**src/rtl/rf_write_arbiter_if.sv**
```systemverilog
// ---------------------------------------------------------------------------
// rf_write_arbiter_if
//
// Bundles the requester-facing write handshake and the register-file write
// port of rf_write_arbiter.
//
// Handshake: requester i presents a write by raising req_valid[i] with
// req_addr/req_data stable. The write is consumed at the rising clock edge
// where req_valid[i] and req_ready[i] are both 1. req_ready may depend
// combinationally on req_valid, but req_valid must never depend on req_ready.
// A requester keeps valid, address and data unchanged until that edge.
//
// Signals:
//   hold       freeze arbitration (no grants while high)
//   req_valid  NREQ bits, one per requester
//   req_addr   NREQ*AW, requester i at [i*AW +: AW]
//   req_data   NREQ*DW, requester i at [i*DW +: DW]
//   req_ready  one-hot or zero acknowledge
//   rf_we      registered register-file write enable
//   rf_waddr   registered register-file write address
//   rf_wdata   registered register-file write data
//   grant_id   index of the requester whose write is on the port
//   dbg_ptr    current round-robin priority pointer (observability)
//
// Modports: master = requester/producer side, slave = arbiter side.
// ---------------------------------------------------------------------------
interface rf_write_arbiter_if #(
    parameter int NREQ = 3,
    parameter int AW   = 5,
    parameter int DW   = 32
);
    localparam int IW = (NREQ > 1) ? $clog2(NREQ) : 1;

    logic                 hold;
    logic [NREQ-1:0]      req_valid;
    logic [NREQ*AW-1:0]   req_addr;
    logic [NREQ*DW-1:0]   req_data;
    logic [NREQ-1:0]      req_ready;
    logic                 rf_we;
    logic [AW-1:0]        rf_waddr;
    logic [DW-1:0]        rf_wdata;
    logic [IW-1:0]        grant_id;
    logic [IW-1:0]        dbg_ptr;

    modport master (
        output hold,
        output req_valid,
        output req_addr,
        output req_data,
        input  req_ready,
        input  rf_we,
        input  rf_waddr,
        input  rf_wdata,
        input  grant_id,
        input  dbg_ptr
    );

    modport slave (
        input  hold,
        input  req_valid,
        input  req_addr,
        input  req_data,
        output req_ready,
        output rf_we,
        output rf_waddr,
        output rf_wdata,
        output grant_id,
        output dbg_ptr
    );
endinterface

```
**src/rtl/rf_write_arbiter.sv**
```systemverilog
// ---------------------------------------------------------------------------
// rf_write_arbiter
//
// Round-robin arbiter sharing the register file's single write port among
// NREQ result producers. At most one write is accepted per cycle. The winning
// address/data are captured into an output register that drives the
// register-file write port; the register file itself captures on the falling
// edge, so a write granted at rising edge k lands half a cycle later.
//
// Parameters:
//   NREQ      number of requesters (2..8)
//   AW        register address width
//   DW        register data width
//   ZERO_REG  when 1, writes to address 0 are acknowledged but rf_we stays 0
//
// Ports:
//   clk       clock, state updates on the rising edge
//   reset     asynchronous, active-high reset
//   bus       rf_write_arbiter_if slave modport (handshake + write port)
// ---------------------------------------------------------------------------
module rf_write_arbiter #(
    parameter int NREQ     = 3,
    parameter int AW       = 5,
    parameter int DW       = 32,
    parameter bit ZERO_REG = 1'b1
) (
    input  logic                 clk,
    input  logic                 reset,
    rf_write_arbiter_if.slave    bus
);
    localparam int IW = (NREQ > 1) ? $clog2(NREQ) : 1;

    generate
        if (NREQ < 2 || NREQ > 8) begin : g_bad_nreq
            $error("rf_write_arbiter: NREQ must be in 2..8");
        end
    endgenerate

    // Priority pointer: the index scanned first in the next arbitration.
    logic [IW-1:0] ptr;

    // Combinational arbitration results.
    logic          found;
    logic [IW-1:0] winner;
    logic          grant;
    logic [IW:0]   scan_sum;
    logic [IW-1:0] scan_idx;
    logic [AW-1:0] win_addr;
    logic [DW-1:0] win_data;
    logic          win_we;
    logic [IW-1:0] ptr_next;

    // Scan ptr, ptr+1, ... modulo NREQ and pick the first valid requester.
    // The modulo is an explicit compare-and-subtract so that a
    // non-power-of-two NREQ never produces an out-of-range index.
    always_comb begin
        found    = 1'b0;
        winner   = '0;
        scan_sum = '0;
        scan_idx = '0;
        for (int j = 0; j < NREQ; j++) begin
            scan_sum = {1'b0, ptr} + (IW+1)'(j);
            if (scan_sum >= (IW+1)'(NREQ)) begin
                scan_sum = scan_sum - (IW+1)'(NREQ);
            end
            scan_idx = scan_sum[IW-1:0];
            if (!found && bus.req_valid[scan_idx]) begin
                found  = 1'b1;
                winner = scan_idx;
            end
        end
    end

    // hold and reset both suppress the acknowledge in the same cycle.
    assign grant = found && !bus.hold && !reset;

    always_comb begin
        bus.req_ready = '0;
        if (grant) begin
            bus.req_ready[winner] = 1'b1;
        end
    end

    assign win_addr = bus.req_addr[winner*AW +: AW];
    assign win_data = bus.req_data[winner*DW +: DW];

    // A suppressed address-0 write is still a grant; only the enable drops.
    assign win_we = !(ZERO_REG && (win_addr == '0));

    // Pointer moves to the slot after the winner, wrapping explicitly.
    assign ptr_next = (winner == IW'(NREQ - 1)) ? '0 : winner + 1'b1;

    // Output register and pointer. Reset clears the output register at once
    // so a pending write is dropped before the register file's falling edge.
    always_ff @(posedge clk or posedge reset) begin
        if (reset) begin
            ptr          <= '0;
            bus.rf_we    <= 1'b0;
            bus.rf_waddr <= '0;
            bus.rf_wdata <= '0;
            bus.grant_id <= '0;
        end else if (grant) begin
            ptr          <= ptr_next;
            bus.rf_we    <= win_we;
            bus.rf_waddr <= win_addr;
            bus.rf_wdata <= win_data;
            bus.grant_id <= winner;
        end else begin
            // Idle or held: only the enable drops; the rest keeps its value.
            bus.rf_we    <= 1'b0;
        end
    end

    assign bus.dbg_ptr = ptr;

endmodule
```
**src/flat_wrapper.sv**
```systemverilog
// flat-port wrapper written by rule: the top's interface ports become plain ports
module rf_write_arbiter_flat 
#(
    parameter int NREQ     = 3,
    parameter int AW       = 5,
    parameter int DW       = 32,
    parameter bit ZERO_REG = 1'b1
)
  (clk, reset, bus_hold, bus_req_valid, bus_req_addr, bus_req_data, bus_req_ready, bus_rf_we, bus_rf_waddr, bus_rf_wdata, bus_grant_id, bus_dbg_ptr);
  rf_write_arbiter_if #(.NREQ(NREQ), .AW(AW), .DW(DW)) bus_i ();
  input  logic clk;
  input  logic reset;
  input wire logic [$bits(bus_i.hold)-1:0] bus_hold;
  input wire logic [$bits(bus_i.req_valid)-1:0] bus_req_valid;
  input wire logic [$bits(bus_i.req_addr)-1:0] bus_req_addr;
  input wire logic [$bits(bus_i.req_data)-1:0] bus_req_data;
  output wire logic [$bits(bus_i.req_ready)-1:0] bus_req_ready;
  output wire logic [$bits(bus_i.rf_we)-1:0] bus_rf_we;
  output wire logic [$bits(bus_i.rf_waddr)-1:0] bus_rf_waddr;
  output wire logic [$bits(bus_i.rf_wdata)-1:0] bus_rf_wdata;
  output wire logic [$bits(bus_i.grant_id)-1:0] bus_grant_id;
  output wire logic [$bits(bus_i.dbg_ptr)-1:0] bus_dbg_ptr;
  assign bus_i.hold = bus_hold;
  assign bus_i.req_valid = bus_req_valid;
  assign bus_i.req_addr = bus_req_addr;
  assign bus_i.req_data = bus_req_data;
  assign bus_req_ready = bus_i.req_ready;
  assign bus_rf_we = bus_i.rf_we;
  assign bus_rf_waddr = bus_i.rf_waddr;
  assign bus_rf_wdata = bus_i.rf_wdata;
  assign bus_grant_id = bus_i.grant_id;
  assign bus_dbg_ptr = bus_i.dbg_ptr;
  rf_write_arbiter #(.NREQ(NREQ), .AW(AW), .DW(DW), .ZERO_REG(ZERO_REG)) u_core (.clk(clk), .reset(reset), .bus(bus_i));
endmodule
```
**config.mk**
```make
export PLATFORM = sky130hd
export DESIGN_NAME = rf_write_arbiter_flat
export DESIGN_NICKNAME = d
export VERILOG_FILES = /design/src/rtl/rf_write_arbiter_if.sv /design/src/rtl/rf_write_arbiter.sv /design/src/flat_wrapper.sv
export SDC_FILE = /design/constraint.sdc
export NUM_CORES = 1
export LEC_CHECK = 0
export CAP_MARGIN = 5
export CORE_UTILIZATION = 38
export DETAILED_ROUTE_END_ITERATION = 12
export PLACE_DENSITY_LB_ADDON = 0.2
export SYNTH_ARGS = -nofsm -noshare
export SYNTH_HDL_FRONTEND = slang
export SYNTH_SLANG_ARGS = --single-unit
```
**constraint.sdc**
```tcl
create_clock -name clk -period 3 [get_ports clk]
set_input_delay 0.45 -clock clk [delete_from_list [all_inputs] [get_ports clk]]
set_output_delay 0.45 -clock clk [all_outputs]
set_load 0.01 [all_outputs]
```
==> impl_metrics.ini <==
[critical_path]
crit_buf_inv = 3
cp_max_fo = 9
crit_family = buffers and inverters
r2r-start = u_core.bus.dbg_ptr[0]
crit_type = reg -> out
cpMaxStageDelayCell = dfrtp_2
ff2ff_path_depth = 11
cp-start-kind = flop
end_kind = primary output
rrSetupSlack_ns = 0.24
path_cells = inv_1 > ha_4 > mux2i_2 > o21ai_1 > buf_4 > nand2_1 > o22ai_1 > a21oi_1 > nor2b_4 > dlygate4sd2_1
cp.required_ns = 2.55
crit_path_start = u_core.bus.dbg_ptr[0]
rr_endpoint = u_core.bus.rf_we
slowest_delay_ns = 0.44
cp.arrival_ns = 2.40
crit_end = bus_req_ready[1]
cp_num_cells = 10

[power_and_ir_drop]
ir_worst_vdd_v = 0.000596
power_uw = 4780
p_leak_uw = 0.00193
power_density_mw_per_mm2 = 1050

[layout]
stdcell_count = 553
syn_to_final_growth_pct = 72.6
antenna_cells = 0
final_cell_area_mm2 = 0.00455
final_nets = 596
drive_gt1_frac = 0.109

[die]
ioPinCount = 162
start_util = 0.403
core_area_mm2 = 0.00653
num_rows = 29
dieArea_mm2 = 0.00727
die_w_um = 85.3
die_y_um = 85.3

[yosys]
syn-num-nets = 424
syn-cell-area_mm2 = 0.00264
synth_top_area_cell = dfrtp_1
synth-seq-cells = 42
syn_inst = 303
yosys_warnings = 0
ys_top_cells_by_count = dfrtp_1, nand2_1, mux2i_1, o21ai_1, a21oi_1
synth-edff-count = 0
yosysUniqueCellTypes = 37
ys_seq_area_frac = 0.399
postSynth.asyncResetShare = 1.00
netlist_top_cells_area = dfrtp_1, mux2i_1, o21ai_1
netlist.area_leader.share = 0.399
synth_area_per_cell_um2 = 8.70
synth_ff_type = dfrtp_1

[global_route]
grt_overflow_total = 0
grtUsageTotal = 0.213
grt_max_degree = 54
grt_pass1_wl_mm = 12.4
grt_antenna_before_repair = 0
grt_pass1_vias = 2764

[clock_network]
htreeDepth = 2
cts_tree = done
cts_buffers = 5
cts_root_buf = clkbuf_8
worstSkewPairLatency_ns = 0.29
clk_path_buf_depth = 2
ctsHoldBuffers = 0
clkSinkCount = 42
clk_pin_slew_ns = 0.08

[routing]
wl_per_cell_um = 13.5
via_per_inst = 4.87
vias = 2693
first_iter_violations = 39
remaining_drc_errors = 0
drt_pass1_iterations = 4
routed_wl_mm = 7.49
postRouteAntennaNets = 0

[timing]
setup_violations = 0
fin_hold_ws_ns = 0.486
min_period_ns = 2.85
finClkSkew_ns = 0.0101
slew_headroom = 0.425
fin_tns_setup_ns = 0
max_freq_mhz = 350
tightest_slew_ns = 0.862
timing.final.crit_share = 0.952
finalMaxSlewViolations = 0
hold_viol = 0
rsz0062_at_grt = yes

[placement]
dp_cells = 544
dp_hpwl_mm = 5.95
place_congestion = 0.848
io_buffers = 161
placed_area_mm2 = 0.00443

[status]
status = finished, final reports clean

[min_path]
hold_path_class = reg -> reg

[job]
maxCapViolCount = 0
per-layer routing:
| metal | vias to the layer above | GRT usage | part of all wire |
|---|---|---|---|
| li1 | 1390 | - | - |
| met4 | 0 | 0.0409 | 0.010 |
| met3 | 6 | 0.0759 | 0.089 |
| met2 | 110 | 0.400 | 0.51 |
| met1 | 1187 | 0.230 | 0.39 |
| met5 | - | 0 | 0 |
cells in the final DEF, fill, tap and decap left out, types with 3 or more instances in the layout:
| master | count |
|---|---|
| mux2i_1 | 40 |
| clkbuf_8 | 5 |
| nand3b_1 | 3 |
| dfrtp_1 | 41 |
| buf_4 | 26 |
| nor2_1 | 37 |
| nand2_1 | 42 |
| clkdlybuf4s50_1 | 158 |
| o21ai_1 | 40 |
| nor3b_1 | 3 |
| a21oi_1 | 39 |
| inv_1 | 3 |
cell families (layout without fill, tap and decap cells):
logic type | count (synthesis) | in the layout | synth area share
buffers and inverters | 29 | 202 | 0.0603
flip-flops | 42 | 42 | 0.399
AND/OR/NAND/NOR | 95 | 95 | 0.162
adder cells (fa/ha/maj) | 4 | 4 | 0.0190
AO/OA/AOI/OAI | 90 | 90 | 0.194
multiplexers | 43 | 43 | 0.166
metrics by stage:
step / setup slack, ns / util
after global placement: -0.0904 / 0.678
after floorplan: 0.192 / -
after global routing: -0.0315 / 0.696
after detailed placement: -0.135 / 0.678
after CTS: 0.0183 / 0.694
final: 0.145 / 0.696
what timing repair did:
action	CTS	global route
setup endpoints to repair	6	8
pin swaps	1	0
resized for setup	7	7
buffers inserted	1	0
worst min path at each step:
stage | startpoint | to | slack, ns | cells after the start
floorplan | u_core.bus.grant_id[0] | u_core.bus.grant_id[0] | 0.52 | 1
global placement | u_core.bus.grant_id[0] | u_core.bus.grant_id[0] | 0.46 | 1
detailed placement | u_core.bus.rf_waddr[2] | u_core.bus.rf_waddr[2] | 0.48 | 2
CTS | u_core.bus.rf_wdata[9] | u_core.bus.rf_wdata[9] | 0.49 | 2
global route | u_core.bus.rf_wdata[12] | u_core.bus.rf_wdata[12] | 0.52 | 2
finish | u_core.bus.rf_wdata[9] | u_core.bus.rf_wdata[9] | 0.49 | 2
layout make-up:
class	instances	area, um2
clock buffer	6	72.6
clock inverter	2	13.8
fill	552	1980
inverter	5	18.8
multi-input combinational	232	1460
sequential	42	1050
tap	77	96.3
timing repair buffer	189	1830
registers in the layout (all words and copies together) (netlist names):
signal / cells
u_core.bus.rf_we: 1
u_core.bus.dbg_ptr: 2
u_core.bus.rf_waddr: 5
u_core.bus.rf_wdata: 32
u_core.bus.grant_id: 2
worst register-to-register path: stages (launching register included):
cell and delay [ns]:
dfrtp_2 0.44, inv_1 0.14, ha_4 0.25, buf_4 0.15
nor4bb_1 0.26, nor3b_1 0.11, a221oi_4 0.33, buf_6 0.26
mux2i_1 0.21, mux2i_1 0.11, a211oi_1 0.24, a41oi_1 0.13
where the power goes:
group | internal, uW | switching, uW
clock | 164 | 194
sequential | 831 | 135
combinational | 1740 | 1720
total | 2730 | 2050
(Power assumes the default switching activity.)
